[config.mk]
export PLATFORM = sky130hd
export DESIGN_NAME = instr_fetch
export DESIGN_NICKNAME = d
export VERILOG_FILES = /design/src/rtl/instr_fetch.sv
export SDC_FILE = /design/constraint.sdc
export NUM_CORES = 2
export LEC_CHECK = 0
export BUFFER_PORTS_ARGS = -buffer_cell sky130_fd_sc_hd__buf_2
export CORE_AREA = 2 2 711 713
export CTS_CLUSTER_SIZE = 30
export DETAILED_ROUTE_END_ITERATION = 10
export DIE_AREA = 0 0 713 715
export GPL_ROUTABILITY_DRIVEN = 0
export MAX_ROUTING_LAYER = met4
export PLACE_DENSITY = 0.51
export SLEW_MARGIN = 40
export SYNTH_ARGS = -nofsm -noshare
export SYNTH_HDL_FRONTEND = slang
export SYNTH_SLANG_ARGS = --single-unit
export TNS_END_PERCENT = 50
[constraint.sdc]
create_clock -name clk -period 6.2 [get_ports clk]
set_input_delay 1.24 -clock clk [delete_from_list [all_inputs] [get_ports clk]]
set_output_delay 1.24 -clock clk [all_outputs]
set_load 0.01 [all_outputs]
[src/rtl/instr_fetch.sv]
// Fetch stage: holds the PC, looks up a direct-mapped one-word-per-line I-cache,
// goes to memory on a miss, waits for the predictor, then issues to the IQ.
module instr_fetch #(
    parameter int          ICACHE_IDX_W = 6,
    parameter logic [31:0] RESET_PC     = 32'h0
) (
    input  logic        clk,
    input  logic        rst,
    input  logic        rdy,
    output logic        mem_req,
    output logic [31:0] mem_addr,
    input  logic        mem_done,
    input  logic [31:0] mem_instr,
    output logic        if_success,
    output logic [31:0] if_instr_pc_itself,
    output logic [31:0] if_instr_to_ask_for_prediction,
    input  logic        predictor_enable_if,
    input  logic        predictor_stall_if,
    input  logic [31:0] predict_jump_pc,
    input  logic        predicted_jump,
    input  logic        jump_wrong,
    input  logic [31:0] jump_to_pc_from_rob,
    input  logic        iq_full,
    output logic        issue_valid,
    output logic [31:0] issue_instr,
    output logic [31:0] issue_pc,
    output logic        issue_pred_jump
);
    localparam int LINES = 1 << ICACHE_IDX_W;
    localparam int TAG_W = 32 - ICACHE_IDX_W - 2;

    typedef enum logic [2:0] {FETCH, WAIT_MEM, WAIT_PRED, STALL_JALR, DRAIN} state_t;

    state_t                    state_reg;
    logic [31:0]               pc_reg;
    logic                      mem_req_reg;
    logic [31:0]               mem_addr_reg;
    logic                      if_success_reg;
    logic [31:0]               if_pc_reg;
    logic [31:0]               if_instr_reg;
    logic                      issue_valid_reg;
    logic [31:0]               issue_instr_reg;
    logic [31:0]               issue_pc_reg;
    logic                      issue_pred_reg;

    logic [LINES-1:0]          valid_reg;
    logic [TAG_W-1:0]          tag_mem  [LINES];
    logic [31:0]               data_mem [LINES];

    logic [ICACHE_IDX_W-1:0]   pc_idx;
    logic [TAG_W-1:0]          pc_tag;
    logic [ICACHE_IDX_W-1:0]   fill_idx;
    logic [TAG_W-1:0]          fill_tag;
    logic                      hit;
    logic                      fill_en;

    assign pc_idx   = pc_reg[ICACHE_IDX_W+1:2];
    assign pc_tag   = pc_reg[31:ICACHE_IDX_W+2];
    // The fill always targets the outstanding request, even if pc moved on a flush.
    assign fill_idx = mem_addr_reg[ICACHE_IDX_W+1:2];
    assign fill_tag = mem_addr_reg[31:ICACHE_IDX_W+2];
    assign hit      = valid_reg[pc_idx] && (tag_mem[pc_idx] == pc_tag);
    assign fill_en  = rdy && mem_done && (state_reg == WAIT_MEM || state_reg == DRAIN);

    always_ff @(posedge clk) begin
        if (fill_en) begin
            tag_mem[fill_idx]  <= fill_tag;
            data_mem[fill_idx] <= mem_instr;
        end
    end

    generate
        for (genvar gi = 0; gi < LINES; gi++) begin : g_valid
            always_ff @(posedge clk or negedge rst) begin
                if (!rst)
                    valid_reg[gi] <= 1'b0;
                else if (fill_en && fill_idx == ICACHE_IDX_W'(gi))
                    valid_reg[gi] <= 1'b1;
            end
        end
    endgenerate

    always_ff @(posedge clk or negedge rst) begin
        if (!rst) begin
            state_reg       <= FETCH;
            pc_reg          <= RESET_PC;
            mem_req_reg     <= 1'b0;
            mem_addr_reg    <= 32'h0;
            if_success_reg  <= 1'b0;
            if_pc_reg       <= 32'h0;
            if_instr_reg    <= 32'h0;
            issue_valid_reg <= 1'b0;
            issue_instr_reg <= 32'h0;
            issue_pc_reg    <= 32'h0;
            issue_pred_reg  <= 1'b0;
        end else if (rdy) begin
            if_success_reg  <= 1'b0;
            issue_valid_reg <= 1'b0;
            if (jump_wrong) begin
                pc_reg <= jump_to_pc_from_rob;
                case (state_reg)
                    WAIT_MEM: begin
                        if (mem_done) begin
                            mem_req_reg <= 1'b0;
                            state_reg   <= FETCH;
                        end else begin
                            state_reg   <= DRAIN;
                        end
                    end
                    DRAIN: begin
                        if (mem_done) begin
                            mem_req_reg <= 1'b0;
                            state_reg   <= FETCH;
                        end
                    end
                    default: state_reg <= FETCH;
                endcase
            end else begin
                case (state_reg)
                    FETCH: begin
                        if (!iq_full) begin
                            if (hit) begin
                                if_success_reg <= 1'b1;
                                if_pc_reg      <= pc_reg;
                                if_instr_reg   <= data_mem[pc_idx];
                                state_reg      <= WAIT_PRED;
                            end else begin
                                mem_req_reg    <= 1'b1;
                                mem_addr_reg   <= pc_reg;
                                state_reg      <= WAIT_MEM;
                            end
                        end
                    end
                    WAIT_MEM: begin
                        if (mem_done) begin
                            mem_req_reg    <= 1'b0;
                            if_success_reg <= 1'b1;
                            if_pc_reg      <= pc_reg;
                            if_instr_reg   <= mem_instr;
                            state_reg      <= WAIT_PRED;
                        end
                    end
                    WAIT_PRED: begin
                        if (predictor_enable_if) begin
                            issue_valid_reg <= 1'b1;
                            issue_instr_reg <= if_instr_reg;
                            issue_pc_reg    <= if_pc_reg;
                            issue_pred_reg  <= predicted_jump;
                            if (predictor_stall_if) begin
                                state_reg <= STALL_JALR;
                            end else begin
                                pc_reg    <= predict_jump_pc;
                                state_reg <= FETCH;
                            end
                        end
                    end
                    STALL_JALR: begin
                        if (predictor_enable_if && !predictor_stall_if) begin
                            pc_reg    <= predict_jump_pc;
                            state_reg <= FETCH;
                        end
                    end
                    DRAIN: begin
                        if (mem_done) begin
                            mem_req_reg <= 1'b0;
                            state_reg   <= FETCH;
                        end
                    end
                    default: state_reg <= FETCH;
                endcase
            end
        end
    end

    // A flush also masks any pulse already on the wire in the cycle it arrives.
    assign if_success                     = if_success_reg & ~(rdy & jump_wrong);
    assign issue_valid                    = issue_valid_reg & ~(rdy & jump_wrong);
    assign mem_req                        = mem_req_reg;
    assign mem_addr                       = mem_addr_reg;
    assign if_instr_pc_itself             = if_pc_reg;
    assign if_instr_to_ask_for_prediction = if_instr_reg;
    assign issue_instr                    = issue_instr_reg;
    assign issue_pc                       = issue_pc_reg;
    assign issue_pred_jump                = issue_pred_reg;
endmodule
==> flow_summary.json <==
{
  "pre_cts_ws_ps": 929,
  "dp_hpwl_mm": 289,
  "critPathLaunchType": "register",
  "grt_setup_unrepaired": "no",
  "vias": 78700,
  "synth_compound_area_frac": 0.0227,
  "fin_tns_setup_ps": 0,
  "postCtsSetupBuffers": 0,
  "setup_viol": 0,
  "synth_cells": 6930,
  "dpl_cell_area_sq_um": 163000,
  "fp.dieH_microns": 715,
  "die_x_microns": 713,
  "syn_nets": 7035,
  "grt_pass1_vias": 78400,
  "synthMuxAreaShare": 0.173,
  "slew_viol_final": 0,
  "path_clk_slew_ps": 60,
  "crit_arrival_ps": 6240,
  "grt_pass1_wl_mm": 682,
  "finalCriticalPeriod_ps": 5420,
  "p_leak_nw": 56.0,
  "grt-ovfl-total": 0,
  "clkSinkCount": 3847,
  "clk_path_buf_depth": 4,
  "synth_simple_gate_area_share": 0.0277,
  "layout_commonest_cell": "edfxtp_1",
  "fmax_ghz": 0.185,
  "r2r_end": "if_instr_to_ask_for_prediction[22]$_DFFE_PN0P_",
  "power_density_nw_per_um2": 378,
  "status": "completed",
  "synth-main-ff-cell": "edfxtp_1",
  "drive_above_1_share": 0.318,
  "cts_root_buffer": "clkbuf_16",
  "grt_start_max_net_pins": 116,
  "ys_warn_count": 0,
  "wl_mm": 503,
  "crit_path_end_kind": "register",
  "grt_util_all_layers": 0.198,
  "min_path_type": "in -> async",
  "nets": 7700,
  "tightestPinTransition_ps": 927,
  "cap_violations": 0,
  "fin_hold_ws_ps": 172,
  "synth-async-reset-ratio": 0.0684,
  "crit_type": "reg -> reg",
  "antenna_found_initial": 46,
  "rrSetupSlack_ps": 780,
  "cts_tree": "done",
  "synth_area_sq_um": 150000,
  "synth_xor_area_frac": 0.00117,
  "core_sq_um": 503000,
  "ys_seq_elements": 3847,
  "synth_edf_count": 3584,
  "hold_viol": 0,
  "final_cell_mix": "edfxtp_1 (3584), mux4_2 (929), clkbuf_16 (407)",
  "relSlewSlack": 0.364,
  "drc": 0,
  "nFillCells": 46700,
  "io-pin-count": 269,
  "worst_r2r_startpoint": "pc_reg[4]$_DFFE_PN0P_",
  "io_buffers": 268,
  "period_share": 0.874,
  "vias_per_cell": 5.37,
  "antenna_left": 0,
  "cts_hold_buffers": 0,
  "skew_ps": 45.3,
  "syn_avg_cell_area_sq_um": 21.7,
  "rr_worst_depth": 12,
  "synth_top_family_by_area": "multiplexers",
  "fin_ws_ps": 781,
  "die_area_sq_um": 510000,
  "vdd.ir_drop.worst_uv": 273,
  "cp.required_ps": 7020,
  "ys_types": 81,
  "num_rows": 261,
  "drt_first_pass_iters": 9,
  "drt_iter0_drc": 11200,
  "cts_resized": 0,
  "fin_area_sq_um": 176000,
  "path_max_fanout": 41,
  "ys_seq_area_frac": 0.760,
  "utilization": 0.350,
  "worst_skew_pair.late_latency_ps": 970,
  "largest_reg_flops": 2048,
  "synthToLayoutAreaGrowth_pct": 17.1,
  "cts_buffers": 399,
  "synth_fa_ha_area_frac": 0,
  "h-tree-depth": 5,
  "initial_core_util": 0.299,
  "drt-wirelength-per-cell_microns": 34.3
}
-- kinds of logic after synthesis --
logic type	after synthesis
AND/OR/NAND/NOR	778
XOR/XNOR	20
buffers and inverters	420
flip-flops	3847
AO/OA/AOI/OAI	453
multiplexers	1412
-- stage by stage --
step | power [mW] | cells
after floorplan | 38.3 | 6930
after global routing | 68.6 | 14600
after global placement | 43.2 | 13900
after detailed placement | 43.4 | 13900
after CTS | 67.0 | 14600
final | 66.6 | 14700
-- power breakdown --
part / leakage [nW] / internal [mW] / switching, mW / total [mW]
Clock: 6.25 / 13.5 / 10.2 / 23.7
Combinational: 14.3 / 4.41 / 7.01 / 11.4
Sequential: 35.4 / 30.4 / 1.03 / 31.5
-- worst max path at each step --
stage                                      from                                              to  slack (ps)  cells after the start
after floorplan                             rdy                       data_mem[35][0]$_DFFE_PP_        1430                      4
after global placement    pc_reg[2]$_DFFE_PN0P_  if_instr_to_ask_for_prediction[26]$_DFFE_PN0P_         870                     13
after detailed placement  pc_reg[4]$_DFFE_PN0P_  if_instr_to_ask_for_prediction[22]$_DFFE_PN0P_         930                     12
after CTS                 pc_reg[4]$_DFFE_PN0P_  if_instr_to_ask_for_prediction[22]$_DFFE_PN0P_         930                     12
after global routing      pc_reg[4]$_DFFE_PN0P_  if_instr_to_ask_for_prediction[25]$_DFFE_PN0P_         760                     12
final                     pc_reg[4]$_DFFE_PN0P_  if_instr_to_ask_for_prediction[22]$_DFFE_PN0P_         780                     12
-- routing by layer --
layer	vias to the layer above	track usage	wire (microns)
met5	-	-	0
met1	43800	0.268	210000
met2	3701	0.316	242000
met3	712	0.0293	37900
li1	30500	-	-
met4	0	0.0486	13700
-- critical path, stage by stage (launching register included) --
cell	delay, ps
dfrtp_4	920
buf_4	550
mux4_2	380
a32oi_1	280
nand4_1	360
xor2_1	270
o21ai_0	590
o221ai_1	540
or2_4	410
buf_4	240
buf_4	240
a222oi_1	280
nand3_1	130
-- cell type report --
cell class / count / area, sq um / area share
multi-input combinational: 2663 / 34300 / 0.195
antenna: 26 / 65.1 / 0.000370
timing repair buffer: 674 / 6090 / 0.0346
sequential: 3847 / 114000 / 0.650
inverter: 10 / 50.0 / 0.000285
tap: 6706 / 8390 / 0.0477
clock buffer: 508 / 10700 / 0.0609
clock inverter: 221 / 2010 / 0.0114
-- Yosys cell counts (all sizes together) (76+ instances only) --
cell    count  area share
buf       254       0.011
nor2      118      0.0030
dfrtp     263       0.044
nand2     155      0.0039
mux2      152       0.011
mux2i     331       0.022
edfxtp   3584        0.72
nand3      82      0.0027
nor2b     107      0.0045
mux4      929        0.14
clkbuf    156      0.0039
a22oi     108      0.0054
and3       76      0.0032
(Power assumes the default switching activity.)
